==> config.mk <==
export PLATFORM = sky130hd
export DESIGN_NAME = axi_rd_ctrl_mc_flat
export DESIGN_NICKNAME = d
export VERILOG_FILES = /design/src/rtl/axi_rd_ctrl_mc_if.sv /design/src/rtl/axi_rd_ctrl_mc.sv /design/src/flat_wrapper.sv
export SDC_FILE = /design/constraint.sdc
export NUM_CORES = 1
export LEC_CHECK = 0
export ABC_AREA = 1
export CAP_MARGIN = 5
export CORE_ASPECT_RATIO = 0.7
export CORE_UTILIZATION = 46
export DETAILED_ROUTE_END_ITERATION = 10
export GPL_ROUTABILITY_DRIVEN = 1
export PLACE_DENSITY = 0.78
export SETUP_SLACK_MARGIN = 0.3
export SLEW_MARGIN = 5
export SYNTH_ARGS = -nofsm -noshare
export SYNTH_HDL_FRONTEND = slang
export SYNTH_SLANG_ARGS = --single-unit
export TNS_END_PERCENT = 20
==> constraint.sdc <==
create_clock -name clk -period 4.7 [get_ports clk]
set_input_delay 0.705 -clock clk [delete_from_list [all_inputs] [get_ports clk]]
set_output_delay 0.705 -clock clk [all_outputs]
set_load 0.01 [all_outputs]
==> src/rtl/axi_rd_ctrl_mc_if.sv <==
`default_nettype none
// ============================================================================
// Module   : axi_rd_ctrl_mc_if
// Purpose  : User-request and AXI-command bundle for the multi-channel read
//            command generator.
// Revision : 1.0 - initial release
// ============================================================================
interface axi_rd_ctrl_mc_if #(
    parameter int P_CH_NUM         = 4,
    parameter int P_CH_ID_WIDTH    = 2,
    parameter int P_AXI_ADDR_WIDTH = 32
);
    logic [P_CH_NUM*P_AXI_ADDR_WIDTH-1:0] user_baddr;
    logic [P_CH_NUM*P_AXI_ADDR_WIDTH-1:0] user_faddr;
    logic [P_CH_NUM-1:0]                  user_valid;
    logic [P_CH_NUM-1:0]                  user_clr;
    logic [P_CH_NUM-1:0]                  user_busy;
    logic                                 axi_ready;
    logic                                 u2a_valid;
    logic [P_AXI_ADDR_WIDTH-1:0]          u2a_addr;
    logic [7:0]                           u2a_length;
    logic [P_CH_ID_WIDTH-1:0]             u2a_id;

    // Command generator side
    modport master (
        input  user_baddr, user_faddr, user_valid, user_clr, axi_ready,
        output user_busy, u2a_valid, u2a_addr, u2a_length, u2a_id
    );

    // User / AXI master side
    modport slave (
        output user_baddr, user_faddr, user_valid, user_clr, axi_ready,
        input  user_busy, u2a_valid, u2a_addr, u2a_length, u2a_id
    );
endinterface
`default_nettype wire

==> src/rtl/axi_rd_ctrl_mc.sv <==
`default_nettype none
// ============================================================================
// Module   : axi_rd_ctrl_mc
// Purpose  : Round-robin multi-channel read-burst command generator over
//            circular per-channel DDR regions, optional short tail burst.
// Revision : 1.0 - initial release
// ============================================================================
module axi_rd_ctrl_mc #(
    parameter int P_CH_NUM         = 4,
    parameter int P_CH_ID_WIDTH    = 2,
    parameter int P_RD_LENGTH      = 4096,
    parameter int P_AXI_DATA_WIDTH = 128,
    parameter int P_AXI_ADDR_WIDTH = 32,
    parameter int P_TAIL_EN        = 0
)(
    input  wire logic        clk,
    input  wire logic        rst,
    input  wire logic        ddr_init,
    axi_rd_ctrl_mc_if.master bus
);
    localparam int c_AW  = P_AXI_ADDR_WIDTH;
    localparam int c_AW1 = P_AXI_ADDR_WIDTH + 1;
    localparam int c_BEAT = P_AXI_DATA_WIDTH / 8;
    localparam logic [c_AW1-1:0] c_RD_LEN   = c_AW1'(P_RD_LENGTH);
    localparam logic [c_AW1-1:0] c_BEAT_W   = c_AW1'(c_BEAT);
    localparam logic [c_AW1-1:0] c_ONE      = c_AW1'(1);
    localparam logic [7:0]       c_FULL_LEN = 8'(P_RD_LENGTH / c_BEAT - 1);
    localparam logic [P_CH_ID_WIDTH-1:0] c_LAST_CH = P_CH_ID_WIDTH'(P_CH_NUM - 1);

    typedef enum logic [0:0] {
        S_IDLE = 1'b0,
        S_REQ  = 1'b1
    } state_t;

    state_t                    r_state;
    state_t                    w_state_nxt;
    logic                      w_load;
    logic                      w_hs;

    logic                      r_init_meta;
    logic                      r_init_sync;
    logic [P_CH_NUM-1:0]       r_ri;
    logic [P_CH_NUM-1:0]       r_ri_1d;
    logic [P_CH_NUM-1:0]       w_edge;
    logic [P_CH_NUM-1:0]       r_pending;
    logic [P_CH_NUM-1:0]       w_pending_nxt;
    logic [P_CH_NUM-1:0]       w_busy;
    logic [P_CH_ID_WIDTH-1:0]  r_last_grant;

    logic [c_AW-1:0]           w_baddr [P_CH_NUM];
    logic [c_AW-1:0]           w_faddr [P_CH_NUM];
    logic [c_AW-1:0]           r_ptr   [P_CH_NUM];

    logic                      r_valid;
    logic [c_AW-1:0]           r_addr;
    logic [7:0]                r_len;
    logic [P_CH_ID_WIDTH-1:0]  r_id;

    logic                      w_found;
    logic [P_CH_ID_WIDTH-1:0]  w_grant;
    int                        w_idx;
    logic [P_CH_NUM-1:0]       w_rot;

    logic [c_AW-1:0]           w_grant_ptr;
    logic [c_AW-1:0]           w_grant_end;
    logic [c_AW-1:0]           w_cmd_base;
    logic [c_AW-1:0]           w_cmd_end;
    logic [c_AW1-1:0]          w_rem;
    logic [c_AW1-1:0]          w_tail_bytes;
    logic [7:0]                w_grant_len;
    logic [c_AW1-1:0]          w_cmd_bytes;
    logic [c_AW1-1:0]          w_cmd_next_raw;
    logic                      w_cmd_wrap;
    logic [c_AW-1:0]           w_cmd_next;

    for (genvar k = 0; k < P_CH_NUM; k++) begin : g_unpack
        assign w_baddr[k] = bus.user_baddr[k*c_AW +: c_AW];
        assign w_faddr[k] = bus.user_faddr[k*c_AW +: c_AW];
    end

    assign w_edge = r_ri & ~r_ri_1d;
    assign w_hs   = (r_state == S_REQ) & r_valid & bus.axi_ready;

    // Round-robin: first pending channel strictly after the last grant
    always_comb begin
        w_found = 1'b0;
        w_grant = '0;
        w_idx   = 0;
        w_rot   = '0;
        for (int i = 1; i <= P_CH_NUM; i++) begin
            w_idx = int'(r_last_grant) + i;
            if (w_idx >= P_CH_NUM) begin
                w_idx = w_idx - P_CH_NUM;
            end
            w_rot = r_pending >> w_idx;
            if (!w_found && w_rot[0]) begin
                w_found = 1'b1;
                w_grant = P_CH_ID_WIDTH'(w_idx);
            end
        end
    end

    always_comb begin
        w_grant_ptr = '0;
        w_grant_end = '0;
        w_cmd_base  = '0;
        w_cmd_end   = '0;
        for (int k = 0; k < P_CH_NUM; k++) begin
            if (w_grant == P_CH_ID_WIDTH'(k)) begin
                w_grant_ptr = r_ptr[k];
                w_grant_end = w_faddr[k];
            end
            if (r_id == P_CH_ID_WIDTH'(k)) begin
                w_cmd_base = w_baddr[k];
                w_cmd_end  = w_faddr[k];
            end
        end
    end

    // One extra address bit keeps regions ending at the top of memory exact
    assign w_rem        = {1'b0, w_grant_end} - {1'b0, w_grant_ptr};
    assign w_tail_bytes = (w_rem < c_RD_LEN) ? w_rem : c_RD_LEN;
    assign w_grant_len  = (P_TAIL_EN != 0) ? 8'((w_tail_bytes / c_BEAT_W) - c_ONE) : c_FULL_LEN;

    assign w_cmd_bytes    = (c_AW1'(r_len) + c_ONE) * c_BEAT_W;
    assign w_cmd_next_raw = {1'b0, r_addr} + w_cmd_bytes;
    assign w_cmd_wrap     = (P_TAIL_EN != 0) ? (w_cmd_next_raw >= {1'b0, w_cmd_end})
                                             : ((w_cmd_next_raw + c_RD_LEN) > {1'b0, w_cmd_end});
    assign w_cmd_next     = w_cmd_wrap ? w_cmd_base : c_AW'(w_cmd_next_raw);

    // Clear beats handshake, handshake beats a new edge
    always_comb begin
        w_pending_nxt = r_pending;
        for (int k = 0; k < P_CH_NUM; k++) begin
            if (w_edge[k] && r_init_sync) begin
                w_pending_nxt[k] = 1'b1;
            end
            if (w_hs && (r_id == P_CH_ID_WIDTH'(k))) begin
                w_pending_nxt[k] = 1'b0;
            end
            if (bus.user_clr[k]) begin
                w_pending_nxt[k] = 1'b0;
            end
        end
    end

    always_comb begin
        w_state_nxt = r_state;
        w_load      = 1'b0;
        case (r_state)
            S_IDLE: begin
                if (w_found) begin
                    w_load      = 1'b1;
                    w_state_nxt = S_REQ;
                end
            end
            S_REQ: begin
                if (w_hs) begin
                    w_state_nxt = S_IDLE;
                end
            end
            default: w_state_nxt = S_IDLE;
        endcase
    end

    always_ff @(posedge clk) begin
        if (rst) begin
            r_state <= S_IDLE;
        end else begin
            r_state <= w_state_nxt;
        end
    end

    always_ff @(posedge clk) begin
        if (rst) begin
            r_init_meta  <= 1'b0;
            r_init_sync  <= 1'b0;
            r_ri         <= '0;
            r_ri_1d      <= '0;
            r_pending    <= '0;
            r_last_grant <= c_LAST_CH;
            r_valid      <= 1'b0;
            r_addr       <= '0;
            r_len        <= '0;
            r_id         <= '0;
            for (int k = 0; k < P_CH_NUM; k++) begin
                r_ptr[k] <= w_baddr[k];
            end
        end else begin
            r_init_meta <= ddr_init;
            r_init_sync <= r_init_meta;
            r_ri        <= bus.user_valid;
            r_ri_1d     <= r_ri;
            r_pending   <= w_pending_nxt;
            for (int k = 0; k < P_CH_NUM; k++) begin
                if (bus.user_clr[k]) begin
                    r_ptr[k] <= w_baddr[k];
                end else if (w_hs && (r_id == P_CH_ID_WIDTH'(k))) begin
                    r_ptr[k] <= w_cmd_next;
                end
            end
            if (w_hs) begin
                r_last_grant <= r_id;
                r_valid      <= 1'b0;
            end else if (w_load) begin
                r_valid <= 1'b1;
                r_addr  <= w_grant_ptr;
                r_len   <= w_grant_len;
                r_id    <= w_grant;
            end
        end
    end

    always_comb begin
        w_busy = r_pending;
        for (int k = 0; k < P_CH_NUM; k++) begin
            if ((r_state == S_REQ) && (r_id == P_CH_ID_WIDTH'(k))) begin
                w_busy[k] = 1'b1;
            end
        end
    end

    assign bus.user_busy  = w_busy;
    assign bus.u2a_valid  = r_valid;
    assign bus.u2a_addr   = r_addr;
    assign bus.u2a_length = r_len;
    assign bus.u2a_id     = r_id;
endmodule
`default_nettype wire
==> src/flat_wrapper.sv <==
// flat-port wrapper written by rule: the top's interface ports become plain ports
module axi_rd_ctrl_mc_flat 
#(
    parameter int P_CH_NUM         = 4,
    parameter int P_CH_ID_WIDTH    = 2,
    parameter int P_RD_LENGTH      = 4096,
    parameter int P_AXI_DATA_WIDTH = 128,
    parameter int P_AXI_ADDR_WIDTH = 32,
    parameter int P_TAIL_EN        = 0
)
  (clk, rst, ddr_init, bus_user_baddr, bus_user_faddr, bus_user_valid, bus_user_clr, bus_axi_ready, bus_user_busy, bus_u2a_valid, bus_u2a_addr, bus_u2a_length, bus_u2a_id);
  axi_rd_ctrl_mc_if #(.P_CH_NUM(P_CH_NUM), .P_CH_ID_WIDTH(P_CH_ID_WIDTH), .P_AXI_ADDR_WIDTH(P_AXI_ADDR_WIDTH)) bus_i ();
  input  wire logic clk;
  input  wire logic rst;
  input  wire logic ddr_init;
  input wire logic [$bits(bus_i.user_baddr)-1:0] bus_user_baddr;
  input wire logic [$bits(bus_i.user_faddr)-1:0] bus_user_faddr;
  input wire logic [$bits(bus_i.user_valid)-1:0] bus_user_valid;
  input wire logic [$bits(bus_i.user_clr)-1:0] bus_user_clr;
  input wire logic [$bits(bus_i.axi_ready)-1:0] bus_axi_ready;
  output wire logic [$bits(bus_i.user_busy)-1:0] bus_user_busy;
  output wire logic [$bits(bus_i.u2a_valid)-1:0] bus_u2a_valid;
  output wire logic [$bits(bus_i.u2a_addr)-1:0] bus_u2a_addr;
  output wire logic [$bits(bus_i.u2a_length)-1:0] bus_u2a_length;
  output wire logic [$bits(bus_i.u2a_id)-1:0] bus_u2a_id;
  assign bus_i.user_baddr = bus_user_baddr;
  assign bus_i.user_faddr = bus_user_faddr;
  assign bus_i.user_valid = bus_user_valid;
  assign bus_i.user_clr = bus_user_clr;
  assign bus_i.axi_ready = bus_axi_ready;
  assign bus_user_busy = bus_i.user_busy;
  assign bus_u2a_valid = bus_i.u2a_valid;
  assign bus_u2a_addr = bus_i.u2a_addr;
  assign bus_u2a_length = bus_i.u2a_length;
  assign bus_u2a_id = bus_i.u2a_id;
  axi_rd_ctrl_mc #(.P_CH_NUM(P_CH_NUM), .P_CH_ID_WIDTH(P_CH_ID_WIDTH), .P_RD_LENGTH(P_RD_LENGTH), .P_AXI_DATA_WIDTH(P_AXI_DATA_WIDTH), .P_AXI_ADDR_WIDTH(P_AXI_ADDR_WIDTH), .P_TAIL_EN(P_TAIL_EN)) u_core (.clk(clk), .rst(rst), .ddr_init(ddr_init), .bus(bus_i));
endmodule
==> impl_metrics.csv, run 1 <==
group,metric,value,unit
global_route,grt_pass1_wl,79.1,mm
worst_setup_path,worstSetupEndpointType,"flip-flop",
status,outcome,"finished clean",
flow_run,cap_violations,0,
placement,dpl.cell_count,2338,
routing,drc,0,
pwr,p_leak,0.00745,uW
clock_network,root_buffer,"clkbuf_16",
global_route,met3_usage,10.4,%
logic_synthesis,synthDistinctLibCells,38,
routing,routed_wirelength,53.8,mm
timing,worst_pin_slew,826,ps
global_route,use_met1,49.3,%
routing,ant_nets,0,
worst_setup_path,start_kind,"flip-flop",
clock_network,cts_tree,"yes",
timing,hold_violations,0,
pwr,fin_total_pwr,4370,uW
logic_synthesis,synth_compound_area_share,12.3,%
logic_synthesis,yosys.area_share.simple,36.9,%
placement,hpwlAfterDp,37.5,mm
global_route,grt_use_total,36.6,%
global_route,antenna_found_initial,1,
clock_network,cts.sinks,181,
routing,via_per_inst,6.03,
die,dieArea,28400,sq um
die,rows,50,
worst_setup_path,r2r_slack,330,ps
logic_synthesis,synth_fp_nets,2008,
die,start_util,47.3,%
routing,dr.first_iter.drc_count,1701,
die,io_pins,315,
clock_network,clock_latency,450,ps
logic_synthesis,synthTopCellsByCount,"nand2_1 (518), nand3_1 (292), edfxtp_1 (128)",
routing,vias,14529,
final_layout,syn_to_final_growth,40.9,%
logic_synthesis,syn_area_per_cell,7.51,sq um
worst_setup_path,crit_path_max_incr_delay,450,ps
logic_synthesis,synth_enable_flop_cells,128,
timing,fin_worst_skew,23.9,ps
pwr,irDropWorstVdd,282,uV
die,core_area,27000,sq um
placement,gp_congestion,0.969,
logic_synthesis,synth_adder_area_share,4.02,%
worst_setup_path,critPathMaxFanout,8,
pwr,power.density,243,nW/um^2
clock_network,cts_buffer_depth,2,
final_layout,antennaDiodeCount,0,
final_layout,drive_gt1_share,13.8,%
clock_network,clkTransAtPathRegs,90,ps
logic_synthesis,yosys_warnings,0,
worst_setup_path,crit_required,4910,ps
routing,first_pass_iters,6,
logic_synthesis,synthFlopType,"edfxtp_1",
routing,wire_per_inst,22.3,um
die,die_h,141,um
global_route,grt_util_met2,56.4,%
logic_synthesis,synthTopCellsByArea,"edfxtp_1 (30%), nand2_1 (15%), nand3_1 (11%)",
timing,slew_viol_final,0,
die,die_w,201,um
global_route,grt_pass1_vias,13540,
final_layout,layoutNonFillerInstCount,2409,
worst_setup_path,critPathKind,"reg2reg",
logic_synthesis,syn_inst,1699,
global_route,gr-total-overflow,0,
worst_setup_path,crit_path_top_delay_cell,"dfxtp_2",
final_layout,fin_nets,2341,
logic_synthesis,synth_xor_xnor_area_share,1.44,%
worst_hold_path,hold_path_class,"reg2reg",
logic_synthesis,syn_area,12800,sq um
worst_setup_path,arrival,4590,ps
logic_synthesis,ys_seq_elements,181,
timing,fmax,229,MHz
logic_synthesis,netlist.top_cell.by_area,"edfxtp_1",
timing,rsz0062_at_grt,"yes",
global_route,busiest_layer,"met2",
logic_synthesis,synth-seq-area-share,38.5,%
logic_synthesis,muxShareOfSynthArea,0,%
global_route,grt_max_degree,53,
timing,min_period_over_period,93.0,%
logic_synthesis,async_flop_share,0,%
logic_synthesis,synth.most_common_cell,"nand2_1",
timing,setup_viol_count_final,0,
timing,max_slew_margin,44.9,%
clock_network,h-tree-depth,4,
placement,numPortBuffers,314,
logic_synthesis,synth_top_area_share,30.1,%
timing,period_needed,4370,ps
clock_network,cts_buffers,17,
logic_synthesis,synth_top_family_by_area,"simple AND/OR/NAND/NOR gates",
[power breakdown]
part	switching [uW]	internal (uW)	total [uW]
logic	471	459	930
clock network	781	787	1570
registers	51.5	1820	1870
[flip-flops by register name (all words and copies together) (netlist names)]
| register | count |
|---|---|
| u_core.r_pending | 4 |
| u_core.r_ri_1d | 4 |
| u_core.bus.u2a_valid | 1 |
| u_core.bus.u2a_addr | 32 |
| u_core.r_ri | 4 |
| u_core.bus.u2a_length | 1 |
| u_core.r_init_sync | 1 |
| u_core.r_init_meta | 1 |
| u_core.r_state | 1 |
| u_core.r_last_grant | 2 |
| u_core.bus.u2a_id | 2 |
| u_core.r_ptr | 128 |
[area by class of cell]
cell class | instances | area, sq um
Fill cell | 2264 | 8990
Multi-Input combinational cell | 1313 | 7530
Clock buffer | 17 | 425
Clock inverter | 15 | 220
Timing Repair Buffer | 414 | 4030
Tap cell | 364 | 455
Sequential cell | 181 | 4910
Inverter | 105 | 397
[layout by cell type (no fill, tap or decap), types with 3 or more instances in the layout]
cell type	count
nor4_4	4
a21oi_1	63
a21boi_0	13
buf_12	9
inv_2	6
o21ai_0	25
ha_4	5
ha_1	35
xor2_1	12
nand2_8	4
xnor2_1	5
nor2_1	84
a221oi_1	49
clkinv_8	6
nand3_2	26
edfxtp_1	128
a21o_1	3
nor3_2	3
clkdlybuf4s50_1	314
xor2_2	3
inv_8	3
buf_4	90
nand3_4	4
nand2_1	506
nand2_2	30
clkbuf_16	17
a22o_1	62
nor2_2	6
nand3_1	266
inv_1	95
dfxtp_1	47
clkinv_1	3
nand3b_1	7
nand2_4	25
nand4_1	37
dfxtp_2	5
nor2_4	22
[final timing paths]
check                                            from                             to  cells past startpoint
hold reg to reg         u_core.r_init_meta$_SDFF_PP0_  u_core.r_init_sync$_SDFF_PP0_                      2
setup reg to reg  u_core.bus.u2a_addr[8]$_SDFFE_PP0P_  u_core.r_ptr[0][20]$_DFFE_PP_                     31
hold / removal          u_core.r_init_meta$_SDFF_PP0_  u_core.r_init_sync$_SDFF_PP0_                      2
setup / recovery  u_core.bus.u2a_addr[8]$_SDFFE_PP0P_  u_core.r_ptr[0][20]$_DFFE_PP_                     31
[critical path, delay by kind of cell (launching register included)]
family	cells	cell delay [ps]
and+or+nand+nor	22	2510
buffers and inverters	5	480
adders and majority gates	2	460
DFF	1	450
xor gates and xnor gates	2	240
[kinds of logic (layout without fill, tap and decap cells)]
logic type               Yosys count  count (layout)
AO/OA/AOI/OAI                    221             221
AND/OR/NAND/NOR                 1030            1030
adder cells (fa/ha/maj)           41              41
flip-flops                       181             181
buffers and inverters            205             551
XOR/XNOR                          21              21
[layer usage]
layer	wire length [um]	share of wire, %	up-vias
li1	-	-	6562
met1	21300	40	6698
met2	23400	44	1112
met3	7430	14	157
met4	1650	3.1	0
met5	0	0	-
[timing repair]
action	4_1_cts	5_1_grt
endpoints found under the setup margin	128	128
buffers inserted	25	13
pin swaps	29	35
gates resized for setup	39	67
gates cloned	1	0
hold buffers	0	0
[stage by stage]
stage	utilization [%]	TNS, ps	setup WS [ps]	area, sq um	hold slack [ps]
2_1_floorplan	-	0	301	12800	388
3_3_place_gp	61.0	0	46.3	16500	400
3_5_place_dp	61.0	-87.5	-27.1	16500	395
4_1_cts	65.0	0	212	17500	421
5_1_grt	66.7	0	64.0	18000	448
6_report	66.7	0	329	18000	418
Note: power is estimated with default switching activity, not from simulation.
==> run 2: changes to the inputs <==
--- a/config.mk
+++ b/config.mk
@@ -5,16 +5,16 @@
 export SDC_FILE = /design/constraint.sdc
 export NUM_CORES = 1
 export LEC_CHECK = 0
-export ABC_AREA = 1
 export CAP_MARGIN = 5
 export CORE_ASPECT_RATIO = 0.7
-export CORE_UTILIZATION = 46
+export CORE_UTILIZATION = 55
 export DETAILED_ROUTE_END_ITERATION = 10
+export DONT_BUFFER_PORTS = 1
 export GPL_ROUTABILITY_DRIVEN = 1
-export PLACE_DENSITY = 0.78
+export PLACE_DENSITY = 0.73
 export SETUP_SLACK_MARGIN = 0.3
 export SLEW_MARGIN = 5
 export SYNTH_ARGS = -nofsm -noshare
 export SYNTH_HDL_FRONTEND = slang
 export SYNTH_SLANG_ARGS = --single-unit
-export TNS_END_PERCENT = 20
+export TNS_END_PERCENT = 10
==> run 2 against run 1 <==
Effect of this change: the run now ends with setup timing left; largest cell class unchanged; count of clock-buffer cells in the layout up 7; sequential power hardly changed; hold slack worse by 85 ps; clock power down 7%; largest power group unchanged; final area decreased by 21%.
==> impl_metrics.csv, run 2 <==
group,metric,value,unit
global_route,grt_use_total,34.7,%
logic_synthesis,synth_fp_nets,1388,
final_layout,syn_to_final_growth,16.9,%
clock_network,clock_latency,430,ps
die,io_pins,315,
global_route,gr-total-overflow,0,
logic_synthesis,ys_seq_elements,181,
final_layout,postLayoutCellArea,14300,sq um
status,outcome,"finished, violations left",
final_layout,largest_reg_flops,128,
timing,max_slew_margin,22.0,%
logic_synthesis,synthDistinctLibCells,69,
worst_setup_path,timing.rr.start,"u_core.bus.u2a_length[0]$_SDFFE_PP0P_",
die,start_util,56.1,%
pwr,p_leak,0.00536,uW
pwr,power.density,259,nW/um^2
timing,setup_viol_count_final,128,
routing,first_pass_iters,5,
logic_synthesis,synthFlopType,"edfxtp_1",
timing,rsz0062_at_grt,"yes",
logic_synthesis,synth.most_common_cell,"edfxtp_1",
logic_synthesis,synth_top_area_share,31.5,%
logic_synthesis,syn_area,12200,sq um
worst_setup_path,critPathKind,"reg2reg",
clock_network,cts_buffer_depth,2,
die,core_area,21700,sq um
pwr,switching_share,24.0,%
final_layout,fin_nets,1454,
routing,vias,9718,
flow_run,cap_violations,0,
clock_network,root_buffer,"clkbuf_16",
pwr,irDropWorstVdd,272,uV
final_layout,top_register,"u_core.r_ptr",
routing,routed_wirelength,40.3,mm
pwr,netSwitchingPower,885,uW
worst_hold_path,hold_path_class,"in2reg",
final_layout,layout_common_cells,"edfxtp_1 (128), buf_4 (122), nor2_1 (85)",
placement,hpwlAfterDp,29.2,mm
die,die_h,127,um
pwr,intPower,2810,uW
final_layout,final_common_cell,"edfxtp_1",
timing,period_needed,5190,ps
placement,gp_congestion,1.04,
timing,fin_worst_skew,12.8,ps
timing,worst_pin_slew,1170,ps
logic_synthesis,synthTopCellsByArea,"edfxtp_1 (32%), mux4_2 (13%), dfxtp_1 (8.7%)",
status,violations,"setup timing",
logic_synthesis,yosys_warnings,0,
final_layout,nFillCells,1690,
logic_synthesis,netlist.top_cell.by_area,"edfxtp_1",
timing,min_period_over_period,111,%
timing,finalWorstSetupSlack,-494,ps
routing,via_per_inst,6.74,
timing,fmax,193,MHz
die,rows,45,
worst_hold_path,min_from,"rst",
worst_setup_path,critPathMaxFanout,6,
die,dieArea,22800,sq um
routing,drc,0,
logic_synthesis,syn_area_per_cell,11.3,sq um
pwr,clkPwrFrac,39.4,%
routing,ant_nets,0,
worst_setup_path,arrival,5380,ps
logic_synthesis,syn_inst,1079,
logic_synthesis,synthTopCellsByCount,"edfxtp_1 (128), nor2_1 (87), mux2_2 (84)",
pwr,seqPwrFrac,49.9,%
clock_network,cts_buffers,17,
global_route,grt_max_degree,58,
clock_network,cts.sinks,181,
routing,dr.first_iter.drc_count,1274,
routing,wire_per_inst,28.0,um
logic_synthesis,synth_enable_flop_cells,128,
final_layout,drive_gt1_share,33.1,%
placement,post_dp_cell_area,13300,sq um
global_route,antenna_found_initial,2,
pwr,fin_total_pwr,3690,uW
timing,hold_violations,0,
clock_network,clkTransAtPathRegs,70,ps
logic_synthesis,synth-seq-area-share,40.2,%
placement,numPortBuffers,0,
clock_network,cts_tree,"yes",
timing,slew_viol_final,0,
worst_setup_path,start_kind,"flip-flop",
global_route,grt_pass1_wl,58.2,mm
die,die_w,180,um
worst_setup_path,crit_required,4880,ps
worst_setup_path,crit_start,"u_core.bus.u2a_length[0]$_SDFFE_PP0P_",
logic_synthesis,async_flop_share,0,%
global_route,grt_pass1_vias,9253,
worst_setup_path,worstSetupEndpointType,"flip-flop",
pwr,p_comb_share,10.7,%
clock_network,h-tree-depth,4,
run 2: changes by cell type after synthesis, moves of 48 or more:
| cell | change |
|---|---|
| nand2_1 | -461 |
| mux2_2 | +84 |
| mux4_2 | +73 |
| a22o_1 | -59 |
| a221oi_1 | -48 |
| mux2i_1 | +68 |
| nand3_1 | -272 |
run 2: final timing paths:
kind,to,slack [ps],depth (start not counted)
max reg2reg,u_core.r_ptr[2][25]$_DFFE_PP_,-490,22
min,u_core.bus.u2a_id[1]$_SDFFE_PP0P_,330,1
min reg2reg,u_core.r_init_sync$_SDFF_PP0_,440,1
max,u_core.r_ptr[2][25]$_DFFE_PP_,-490,22
run 2: repair_timing:
action | in CTS | in global routing
gates resized for setup | 15 | 35
setup endpoints to repair | 128 | 128
hold buffers | 0 | 0
pin swaps | 0 | 4
gates cloned | 0 | 2
setup buffers | 1 | 3
run 2: final cells by class:
class,count,area [sq um],share of cell area [%]
multi-input cells,764,7160,50.2
diodes,1,2.50,0.0175
repair buffers,126,1010,7.05
clock buffers,24,536,3.76
well taps,282,353,2.47
flip-flops and latches,181,4920,34.5
clock inverters,8,77.6,0.544
inverters,55,206,1.45
run 2: cell families (layout without fill, tap and decap cells):
group	count (synthesis)	count (layout)	share of synthesized area [%]
AO/OA/AOI/OAI	203	203	10.9
XOR/XNOR	40	40	2.87
adder cells (fa/ha/maj)	41	41	4.21
buffers and inverters	134	213	4.73
flip-flops	181	181	40.2
multiplexers	225	225	26.8
other	0	1	0
AND/OR/NAND/NOR	255	255	10.2
run 2: critical path, stage by stage, from the launching register on:
cell and delay, ps:
dfxtp_4 360, inv_2 70, ha_4 150, ha_4 150, nand3_4 100, o41ai_2 530
buf_4 230, o211ai_1 130, o21ai_0 120, nand2_1 160, a2111oi_4 410, xnor2_1 170
ha_1 330, nand4_1 150, buf_4 190, nor3_2 200, a211oi_2 100, o211ai_1 110
a22oi_2 170, o211ai_4 210, buf_4 250, mux2_2 380, mux2_2 280
run 2: per-layer routing:
metal	vias to the layer above	share of wire, %	global-route usage, %
met2	727	44	52.4
li1	4244	-	-
met5	-	0	0
met1	4674	40	49.3
met4	0	2.0	8.22
met3	73	14	10.3
run 2: stage by stage:
stage / worst slack (ps) / setup TNS (ps) / instances / util (%) / hold slack (ps)
after global placement: -291 / -25170 / 1402 / 61.3 / 423
after floorplan: -44.6 / -974 / 1079 / - / 414
after global routing: -662 / -70240 / 1441 / 65.6 / 319
final: -494 / -48930 / 1441 / 65.6 / 334
after detailed placement: -430 / -40950 / 1402 / 61.3 / 427
after CTS: -351 / -31070 / 1435 / 64.6 / 319
run 2: power groups by stage:
stage | Clock, uW | Sequential (uW) | Combinational (uW)
floorplan | 0 | 1870 | 260
global placement | 0 | 1870 | 362
detailed placement | 0 | 1880 | 369
CTS | 1450 | 1840 | 377
global route | 1520 | 1850 | 426
finish | 1460 | 1840 | 396
